### config.mk
export PLATFORM = sky130hd
export DESIGN_NAME = cheri_tbre_mem_port
export DESIGN_NICKNAME = d
export VERILOG_FILES = /design/src/rtl/cheri_tbre_mem_port.sv
export SDC_FILE = /design/constraint.sdc
export NUM_CORES = 1
export LEC_CHECK = 0
export ABC_AREA = 1
export CAP_MARGIN = 5
export CORE_ASPECT_RATIO = 0.8
export CORE_UTILIZATION = 28
export CTS_CLUSTER_SIZE = 12
export DETAILED_ROUTE_END_ITERATION = 8
export HOLD_SLACK_MARGIN = 0.1
export SLEW_MARGIN = 30
export SYNTH_ARGS = -nofsm -noshare
export SYNTH_HDL_FRONTEND = slang
export SYNTH_SLANG_ARGS = --single-unit
export TNS_END_PERCENT = 30
### constraint.sdc
create_clock -name clk_i -period 3.4 [get_ports clk_i]
set_input_delay 0.68 -clock clk_i [delete_from_list [all_inputs] [get_ports clk_i]]
set_output_delay 0.68 -clock clk_i [all_outputs]
set_load 0.1 [all_outputs]
### src/rtl/cheri_tbre_mem_port.sv
// TBRE LSU request responder: runs TBRE word/capability accesses as 32-bit beats on the data bus.
// Optional CHERI_TBRE_PORT_ERR_SKIP_EN: a beat-0 error on a capability load skips beat 1.
module cheri_tbre_mem_port #(
    parameter int unsigned DeferMax = 15
) (
    input  logic        clk_i,
    input  logic        rst_i,
    input  logic        tbre_lsu_req_i,
    input  logic        tbre_lsu_is_cap_i,
    input  logic        tbre_lsu_we_i,
    input  logic [31:0] tbre_lsu_addr_i,
    input  logic [32:0] tbre_lsu_wdata_i,
    output logic        lsu_tbre_req_done_o,
    output logic        lsu_tbre_addr_incr_o,
    output logic        lsu_tbre_resp_valid_o,
    output logic        lsu_tbre_resp_err_o,
    output logic        lsu_tbre_resp_is_wr_o,
    output logic [32:0] lsu_tbre_raw_lsw_o,
    input  logic        core_req_i,
    output logic        core_hold_o,
    output logic        data_req_o,
    input  logic        data_gnt_i,
    input  logic        data_rvalid_i,
    input  logic        data_err_i,
    output logic        data_we_o,
    output logic [3:0]  data_be_o,
    output logic [31:0] data_addr_o,
    output logic [32:0] data_wdata_o,
    input  logic [32:0] data_rdata_i
);
    localparam int unsigned CntW = (DeferMax < 2) ? 1 : $clog2(DeferMax + 1);
    localparam logic [CntW-1:0] CntMax = CntW'(DeferMax);

    typedef enum logic [2:0] {
        StIdle,
        StB0Req,
        StB0Wait,
        StB1Req,
        StB1Wait,
        StResp
    } state_e;

    state_e          state_q, state_d;
    logic [29:0]     addr_q, addr_d;
    logic            is_cap_q, is_cap_d;
    logic            we_q, we_d;
    logic [32:0]     wdata_q, wdata_d;
    logic [32:0]     lsw_q, lsw_d;
    logic            err_q, err_d;
    logic [CntW-1:0] defer_cnt_q, defer_cnt_d;

    logic        accept;
    logic        two_beat;
    logic        req_done;
    logic        addr_incr;
    logic        bus_req;
    logic [31:0] bus_addr;
    logic        unused_addr_bits;

    assign unused_addr_bits = ^tbre_lsu_addr_i[1:0];

    // Only a capability load needs the second beat; a store is always a single word.
    assign two_beat = is_cap_q & ~we_q;
    assign accept   = (state_q == StIdle) & tbre_lsu_req_i &
                      (~core_req_i | (defer_cnt_q == CntMax));

    always_comb begin
        state_d   = state_q;
        addr_d    = addr_q;
        is_cap_d  = is_cap_q;
        we_d      = we_q;
        wdata_d   = wdata_q;
        lsw_d     = lsw_q;
        err_d     = err_q;
        req_done  = 1'b0;
        addr_incr = 1'b0;
        bus_req   = 1'b0;
        bus_addr  = {addr_q, 2'b00};

        unique case (state_q)
            StIdle: begin
                if (accept) begin
                    addr_d   = tbre_lsu_addr_i[31:2];
                    is_cap_d = tbre_lsu_is_cap_i;
                    we_d     = tbre_lsu_we_i;
                    wdata_d  = tbre_lsu_wdata_i;
                    lsw_d    = '0;
                    err_d    = 1'b0;
                    state_d  = StB0Req;
                end
            end
            StB0Req: begin
                bus_req = 1'b1;
                if (data_gnt_i) begin
                    req_done = ~two_beat;
                    state_d  = StB0Wait;
                end
            end
            StB0Wait: begin
                if (data_rvalid_i) begin
                    if (!we_q) begin
                        lsw_d = data_rdata_i;
                    end
                    err_d = err_q | data_err_i;
                    if (two_beat) begin
`ifdef CHERI_TBRE_PORT_ERR_SKIP_EN
                        if (data_err_i) begin
                            req_done = 1'b1;
                            state_d  = StResp;
                        end else begin
                            state_d = StB1Req;
                        end
`else
                        state_d = StB1Req;
`endif
                    end else begin
                        state_d = StResp;
                    end
                end
            end
            StB1Req: begin
                bus_req   = 1'b1;
                addr_incr = 1'b1;
                bus_addr  = {addr_q, 2'b00} + 32'd4;
                if (data_gnt_i) begin
                    req_done = 1'b1;
                    state_d  = StB1Wait;
                end
            end
            StB1Wait: begin
                if (data_rvalid_i) begin
                    err_d   = err_q | data_err_i;
                    state_d = StResp;
                end
            end
            StResp: begin
                state_d = StIdle;
            end
            default: begin
                state_d = StIdle;
            end
        endcase
    end

    always_comb begin
        defer_cnt_d = defer_cnt_q;
        if (!tbre_lsu_req_i || accept) begin
            defer_cnt_d = '0;
        end else if ((state_q == StIdle) && core_req_i && (defer_cnt_q != CntMax)) begin
            defer_cnt_d = defer_cnt_q + CntW'(1);
        end
    end

    always_ff @(posedge clk_i or posedge rst_i) begin
        if (rst_i) begin
            state_q     <= StIdle;
            addr_q      <= '0;
            is_cap_q    <= 1'b0;
            we_q        <= 1'b0;
            wdata_q     <= '0;
            lsw_q       <= '0;
            err_q       <= 1'b0;
            defer_cnt_q <= '0;
        end else begin
            state_q     <= state_d;
            addr_q      <= addr_d;
            is_cap_q    <= is_cap_d;
            we_q        <= we_d;
            wdata_q     <= wdata_d;
            lsw_q       <= lsw_d;
            err_q       <= err_d;
            defer_cnt_q <= defer_cnt_d;
        end
    end

    assign lsu_tbre_req_done_o   = req_done;
    assign lsu_tbre_addr_incr_o  = addr_incr;
    assign lsu_tbre_resp_valid_o = (state_q == StResp);
    assign lsu_tbre_resp_err_o   = (state_q == StResp) & err_q;
    assign lsu_tbre_resp_is_wr_o = we_q;
    assign lsu_tbre_raw_lsw_o    = lsw_q;
    assign core_hold_o           = (state_q != StIdle) | accept;
    assign data_req_o            = bus_req;
    assign data_we_o             = we_q;
    assign data_be_o             = bus_req ? 4'hF : 4'h0;
    assign data_addr_o           = bus_req ? bus_addr : 32'h0;
    assign data_wdata_o          = we_q ? wdata_q : 33'h0;

endmodule
==> out/results.ini, run 1 <==
[clock_tree]
cts_tree=built
clock_path_buffers=2
cts_root_buffer=clkbuf_16
postCtsHoldBufs=0
htree_levels=3
cts.sinks=106
numCtsBuffers=9
post_cts_resized=0
clk_latency_ps=360
cts_setup_buffers=0
path_clk_slew_ps=80

[yosys]
synth_ff_type=dfrtp_1
synth.distinct_cells=28
synth-edff-count=0
avgSynthCellArea_sq_um=8.13
synth_area_leaders=dfrtp_1 (48%), nand2_1 (12%), mux2_2 (9.3%), inv_1 (5.8%), nor2_1 (5.6%)
ys_ff_latch=106
async_flop_share_pct=100
synth_cells=686
netlist_area_sq_mm=0.00558
synth_top_area_cell=dfrtp_1
synth_sequential_area_ratio_pct=47.6
synth_warnings=0
synth_top_cell_area_share_pct=47.6

[critical_path]
critPathKind=reg2out
worstPathMaxFanout=6
crit_required_ps=2720
start_kind=register
cp-end-kind=output port
worst-endpoint-arrival_ps=2350

[die]
die_height_um=128
row_count=45
dieArea_sq_mm=0.0205
start_util_pct=29.0
die_w_um=160
core_area_sq_mm=0.0193
io_pins=217

[route]
post_drt_wl_per_cell_um=13.6
wl_met1_um=7180
dr.pass1.iters=4
routed_via_density=4.38
drt-initial-drc-count=225
drcViolationCount=0
via_count=5022
ant_nets=0
met3_length_um=1500
topRoutingLayerUsed=met5
routed_wl_um=15700
met2WireLength_um=6780

[grt]
antenna_found_initial=2
grt_pass1_vias=4702
grt_max_degree=107
grtUsageTotal_pct=15.6
overflow=0
grt_pass1_wl_um=24900

[timing]
max_freq_mhz=331
period_needed_ps=3030
setup_viol=0
drv_slew=0
tightest_slew_ps=973
whs_ps=497
period_share_pct=89.0
finClkSkew_ps=7.29
rsz0062_at_grt=no
finalHoldViolations=0
max_slew_margin_pct=34.9

[place]
portBuffers=212
dp_hpwl_um=11100
post_dp_cell_area_sq_mm=0.00780
place_congestion=0.833

[hold_path]
hp-class=reg2reg

[finish]
fin_area_sq_mm=0.00811
drive_gt1_share_pct=21.5
finalNetCount=992
utilization_pct=42.1
layout-area-overhead-vs-synth_pct=45.3

[flow_run]
cap_violations=0

[outcome]
status=finished, final reports clean

[worst max-delay path, stage by stage, from the launching register on]
cell and delay, ps:
dfrtp_1 480, inv_2 150, nand3_1 160, nor2_1 380
nand4_1 200, xor2_1 180, nor2_1 220, buf_12 210
[path summary, 6_finish.rpt]
path	from	endpoint	slack (ps)	cells past startpoint
worst max register to register	defer_cnt_q[0]$_DFFE_PP0P_	lsu_tbre_raw_lsw_o[27]$_DFFE_PP0P_	1450	10
worst min-delay path	lsu_tbre_raw_lsw_o[5]$_DFFE_PP0P_	lsu_tbre_raw_lsw_o[5]$_DFFE_PP0P_	500	2
worst max-delay path	state_q[2]$_DFFE_PP0P_	data_addr_o[18]	370	7
max in group asynchronous	rst_i	addr_q[14]$_DFFE_PP0P_	2110	3
worst min register to register	lsu_tbre_raw_lsw_o[5]$_DFFE_PP0P_	lsu_tbre_raw_lsw_o[5]$_DFFE_PP0P_	500	2
min in group asynchronous	rst_i	lsu_tbre_raw_lsw_o[22]$_DFFE_PP0P_	840	3
[cells by family after synthesis]
| logic type | after synthesis | share of synthesized area [%] |
|---|---|---|
| xor gates and xnor gates | 4 | 0.628 |
| other | 1 | 0.0672 |
| and+or+nand+nor | 319 | 23.9 |
| AOI/OAI and AO/OA | 86 | 7.90 |
| DFF | 106 | 47.6 |
| adders and majority gates | 2 | 0.449 |
| muxes | 46 | 9.29 |
| buffers and inverters | 122 | 10.2 |
[per-layer routing]
layer / global-route usage (%) / up-vias
met5: 0 / -
li1: - / 2552
met4: 4.26 / 2
met3: 6.28 / 14
met2: 23.9 / 169
met1: 20.2 / 2285
[placed cells by master (no fill, tap or decap), types with 2 or more instances in the layout]
cell type,n
nand2_1,180
ha_1,2
xor2_1,4
conb_1,2
a211oi_2,2
dfrtp_1,106
nor3b_2,2
nor3_2,2
mux2_2,46
buf_4,88
nand2_4,2
nor2_2,9
nor3_1,5
clkdlybuf4s50_1,119
a21oi_1,33
inv_8,3
nor2_4,4
clkbuf_16,9
nand3_1,24
inv_1,85
nor2_1,75
o21ai_1,28
inv_2,2
o21ai_0,22
nand4_1,12
buf_12,11
nand2_2,3
[through the flow]
step,std cells,setup TNS [ps],setup WS (ps)
2_1_floorplan,687,-196,-118
3_3_place_gp,1130,0,759
3_5_place_dp,1130,0,759
4_1_cts,1146,0,339
5_1_grt,1146,0,164
6_report,1147,0,375
[state kept, by name (all words and copies together) (netlist names)]
register	cells
state_q	3
defer_cnt_q	4
err_q	1
lsu_tbre_raw_lsw_o	33
addr_q	30
wdata_q	33
data_we_o	1
is_cap_q	1
[synthesized netlist by cell type (3+ instances only)]
library cell / n
o21ai_0: 22
o21ai_1: 28
nand3_1: 24
dfrtp_1: 106
a21oi_1: 34
nor2_1: 83
buf_2: 10
buf_4: 10
nand4_1: 12
nor3_1: 7
clkbuf_1: 5
mux2_2: 46
buf_6: 8
nand2_2: 3
nor2_4: 4
inv_1: 86
nand2_1: 180
xor2_1: 4
[area by class of cell]
class	instances	area (sq um)
Sequential cell	106	2650
Clock buffer	10	239
Fill cell	2010	11200
Multi-Input combinational cell	459	2410
Clock inverter	6	67.6
Timing Repair Buffer	218	2070
Tap cell	258	323
Inverter	89	339
Antenna cell	1	2.50
Power of run 1 is not shown: default switching activity piles up to over one toggle a cycle in this logic, so the estimate is an artifact.
==> run 2: changes to the inputs <==
- CORE_UTILIZATION: 28 -> 40
- PLACE_DENSITY: unset -> 0.77
- TNS_END_PERCENT: 30 -> 5
==> out/results.ini, run 2 (synthesis results as in run 1) <==
[outcome]
status=finished, final reports clean

[critical_path]
crit_start=state_q[2]$_DFFE_PP0P_
reg2reg_slack_ps=1490
rr_worst_depth=7
r2r_end=lsu_tbre_raw_lsw_o[6]$_DFFE_PP0P_
worst-endpoint-arrival_ps=2350
crit_required_ps=2720
r2r-start=data_we_o$_DFFE_PP0P_
worstPathMaxFanout=6
start_kind=register
cp-end-kind=output port
critPathCapture=data_addr_o[24]
critPathKind=reg2out

[die]
die_w_um=134
io_pins=217
row_count=38
start_util_pct=41.0
core_area_sq_mm=0.0136
die_height_um=108
dieArea_sq_mm=0.0144

[grt]
overflow=0
grt_pass1_vias=4701
antenna_found_initial=0
grtUsageTotal_pct=20.1
grt_max_degree=87
grt_pass1_wl_um=22900

[timing]
max_slew_margin_pct=34.8
period_needed_ps=3030
finClkSkew_ps=9.45
setup_viol=0
max_freq_mhz=330
tightest_slew_ps=975
drv_slew=0
finalHoldViolations=0
rsz0062_at_grt=no
period_share_pct=89.0

[clock_tree]
postCtsHoldBufs=0
cts.sinks=106
cts_setup_buffers=0
cts_tree=built
path_clk_slew_ps=80
htree_levels=3
clock_path_buffers=2
post_cts_resized=0
cts_root_buffer=clkbuf_16
numCtsBuffers=9
clk_latency_ps=350

[hold_path]
hp-class=reg2reg
hold_depth=2
holdCritStartpoint=lsu_tbre_raw_lsw_o[7]$_DFFE_PP0P_

[route]
routed_wl_um=14000
routed_via_density=4.67
post_drt_wl_per_cell_um=13.1
drt-initial-drc-count=232
via_count=5006
ant_nets=0
dr.pass1.iters=5
drcViolationCount=0

[finish]
seq_area_sq_mm=0.00265
utilization_pct=58.1
layout-area-overhead-vs-synth_pct=41.6
layout_commonest_cell=nand2_1
fillers=1284
layout_common_cells=nand2_1 (180), clkdlybuf4s50_1 (118), dfrtp_1 (106)
drive_gt1_share_pct=21.0
multi_input_comb_area_sq_mm=0.00239
finalNetCount=994

[place]
portBuffers=212
place_congestion=0.926
dp_hpwl_um=10400

[flow_run]
cap_violations=0

[run 2: stage by stage]
stage	setup TNS, ps	cell area [sq um]	cells	hold slack (ps)	setup slack [ps]
2_1_floorplan	-8450	5610	687	461	-216
3_3_place_gp	0	7590	1054	472	803
3_5_place_dp	0	7590	1054	475	780
4_1_cts	0	7900	1070	495	388
5_1_grt	0	7900	1070	519	143
6_report	0	7900	1071	494	374
[run 2: worst max-delay path, cell delays in order (launching register included)]
cell and delay (ps):
dfrtp_1 470, inv_2 140, nand3_1 160, nor2_1 370, nand4_1 230, nor2_1 140
nor2_1 50, nor2_1 130, buf_4 310
[run 2: metal layers]
layer | GRT usage, % | wire length, um | up-vias
met5 | 0 | 0 | -
met4 | 4.41 | 99 | 0
met3 | 6.64 | 1240 | 7
met2 | 32.1 | 6340 | 176
met1 | 26.5 | 6360 | 2267
li1 | - | - | 2556
[run 2: area by class of cell]
| class | count | area share [%] |
|---|---|---|
| diodes | 1 | 0.0317 |
| clock buffers | 10 | 3.03 |
| clock inverters | 6 | 0.856 |
| inverters | 89 | 4.26 |
| multi-input cells | 459 | 30.3 |
| flip-flops and latches | 106 | 33.6 |
| well taps | 180 | 2.85 |
| repair buffers | 220 | 25.1 |
[run 2: worst min-delay path by stage]
stage                                              end  slack [ps]
global placement     lsu_tbre_raw_lsw_o[7]$_DFFE_PP0P_         470
finish               lsu_tbre_raw_lsw_o[7]$_DFFE_PP0P_         490
global route        lsu_tbre_raw_lsw_o[16]$_DFFE_PP0P_         520
CTS                 lsu_tbre_raw_lsw_o[16]$_DFFE_PP0P_         500
floorplan                            err_q$_DFFE_PP0P_         460
detailed placement  lsu_tbre_raw_lsw_o[16]$_DFFE_PP0P_         470
Power of run 2 is left out for the same reason.
==> run 3: changes to the inputs <==
- CORE_ASPECT_RATIO: 0.8 -> 1.25
==> out/results.ini, run 3 (synthesis results as in run 1) <==
[die]
start_util_pct=41.6
core_area_sq_mm=0.0134
row_count=47
io_pins=217
die_height_um=134
dieArea_sq_mm=0.0144
die_w_um=108

[grt]
antenna_found_initial=0
grtUsageTotal_pct=21.2
grt_pass1_wl_um=23900
grt_max_degree=87
overflow=0
grt_pass1_vias=5028

[place]
place_ws_ps=740
place_congestion=0.875
dp_hpwl_um=10900
portBuffers=212

[clock_tree]
path_clk_slew_ps=80
cts.sinks=106
clock_path_buffers=2
htree_levels=3
postCtsHoldBufs=0
post_cts_resized=0
cts_setup_buffers=0
cts_root_buffer=clkbuf_16
numCtsBuffers=9
cts_tree=built
clk_latency_ps=340

[critical_path]
worstPathMaxFanout=5
worst-endpoint-arrival_ps=2420
crit_required_ps=2720
start_kind=register
cp-end-kind=output port
critPathKind=reg2out

[finish]
layout_common_cells=nand2_1 (180), clkdlybuf4s50_1 (120), dfrtp_1 (106)
layout_commonest_cell=nand2_1
antenna_cells=0
finalNetCount=993
layout-area-overhead-vs-synth_pct=45.1
utilization_pct=60.4
fillers=1243
drive_gt1_share_pct=20.5

[route]
routed_wl_um=14700
post_drt_wl_per_cell_um=13.8
routed_via_density=4.80
drcViolationCount=0
drt-initial-drc-count=178
ant_nets=0
dr.pass1.iters=4
via_count=5087

[timing]
tightest_slew_ps=974
setup_viol=0
period_needed_ps=3100
max_slew_margin_pct=34.8
layout_setup_ws_ps=298
finalHoldViolations=0
max_freq_mhz=322
drv_slew=0
rsz0062_at_grt=no
finClkSkew_ps=10.7
timing.setup.tns_ps=0
period_share_pct=91.2

[outcome]
status=finished, final reports clean

[hold_path]
hp-class=reg2reg

[flow_run]
cap_violations=0

[run 3: layer usage]
| metal | vias to the layer above | global-route usage (%) | part of all wire [%] |
|---|---|---|---|
| li1 | 2552 | - | - |
| met1 | 2331 | 24.0 | 39 |
| met2 | 186 | 37.4 | 51 |
| met3 | 18 | 5.88 | 7.4 |
| met4 | 0 | 8.30 | 1.9 |
| met5 | - | 0 | 0 |
[run 3: per-stage QoR]
step	hold slack (ps)	std cells	area, sq um
final	491	1060	8090
after global routing	516	1060	8090
after CTS	495	1060	8090
after detailed placement	477	1044	7810
after global placement	469	1044	7810
after floorplan	461	687	5610
[run 3: layout make-up]
cell class | instances | area, sq um | share of cell area [%]
repair buffers | 219 | 2220 | 27.4
flip-flops and latches | 106 | 2650 | 32.8
clock inverters | 6 | 51.3 | 0.634
well taps | 171 | 214 | 2.64
clock buffers | 10 | 229 | 2.83
inverters | 89 | 337 | 4.16
multi-input cells | 459 | 2390 | 29.5
[run 3: final timing paths]
kind	from	end	slack (ps)	cells after the start
max reg2reg	defer_cnt_q[0]$_DFFE_PP0P_	lsu_tbre_raw_lsw_o[32]$_DFFE_PP0P_	1500	11
min in group asynchronous	rst_i	wdata_q[32]$_DFFE_PP0P_	780	2
min reg2reg	lsu_tbre_raw_lsw_o[24]$_DFFE_PP0P_	lsu_tbre_raw_lsw_o[24]$_DFFE_PP0P_	490	2
max in group asynchronous	rst_i	addr_q[29]$_DFFE_PP0P_	1900	3
min	lsu_tbre_raw_lsw_o[24]$_DFFE_PP0P_	lsu_tbre_raw_lsw_o[24]$_DFFE_PP0P_	490	2
max	addr_q[1]$_DFFE_PP0P_	data_addr_o[30]	300	10
[run 3: critical path, stage by stage (launching register included)]
cell and delay (ps):
dfrtp_1 410, ha_1 220, nand2_1 90, nor2_1 270, nand3_1 130, nor2_1 350, nand2_1 90, nand2_1 70
inv_1 30, nor2_1 100, buf_4 300
Power of run 3 is left out for the same reason.
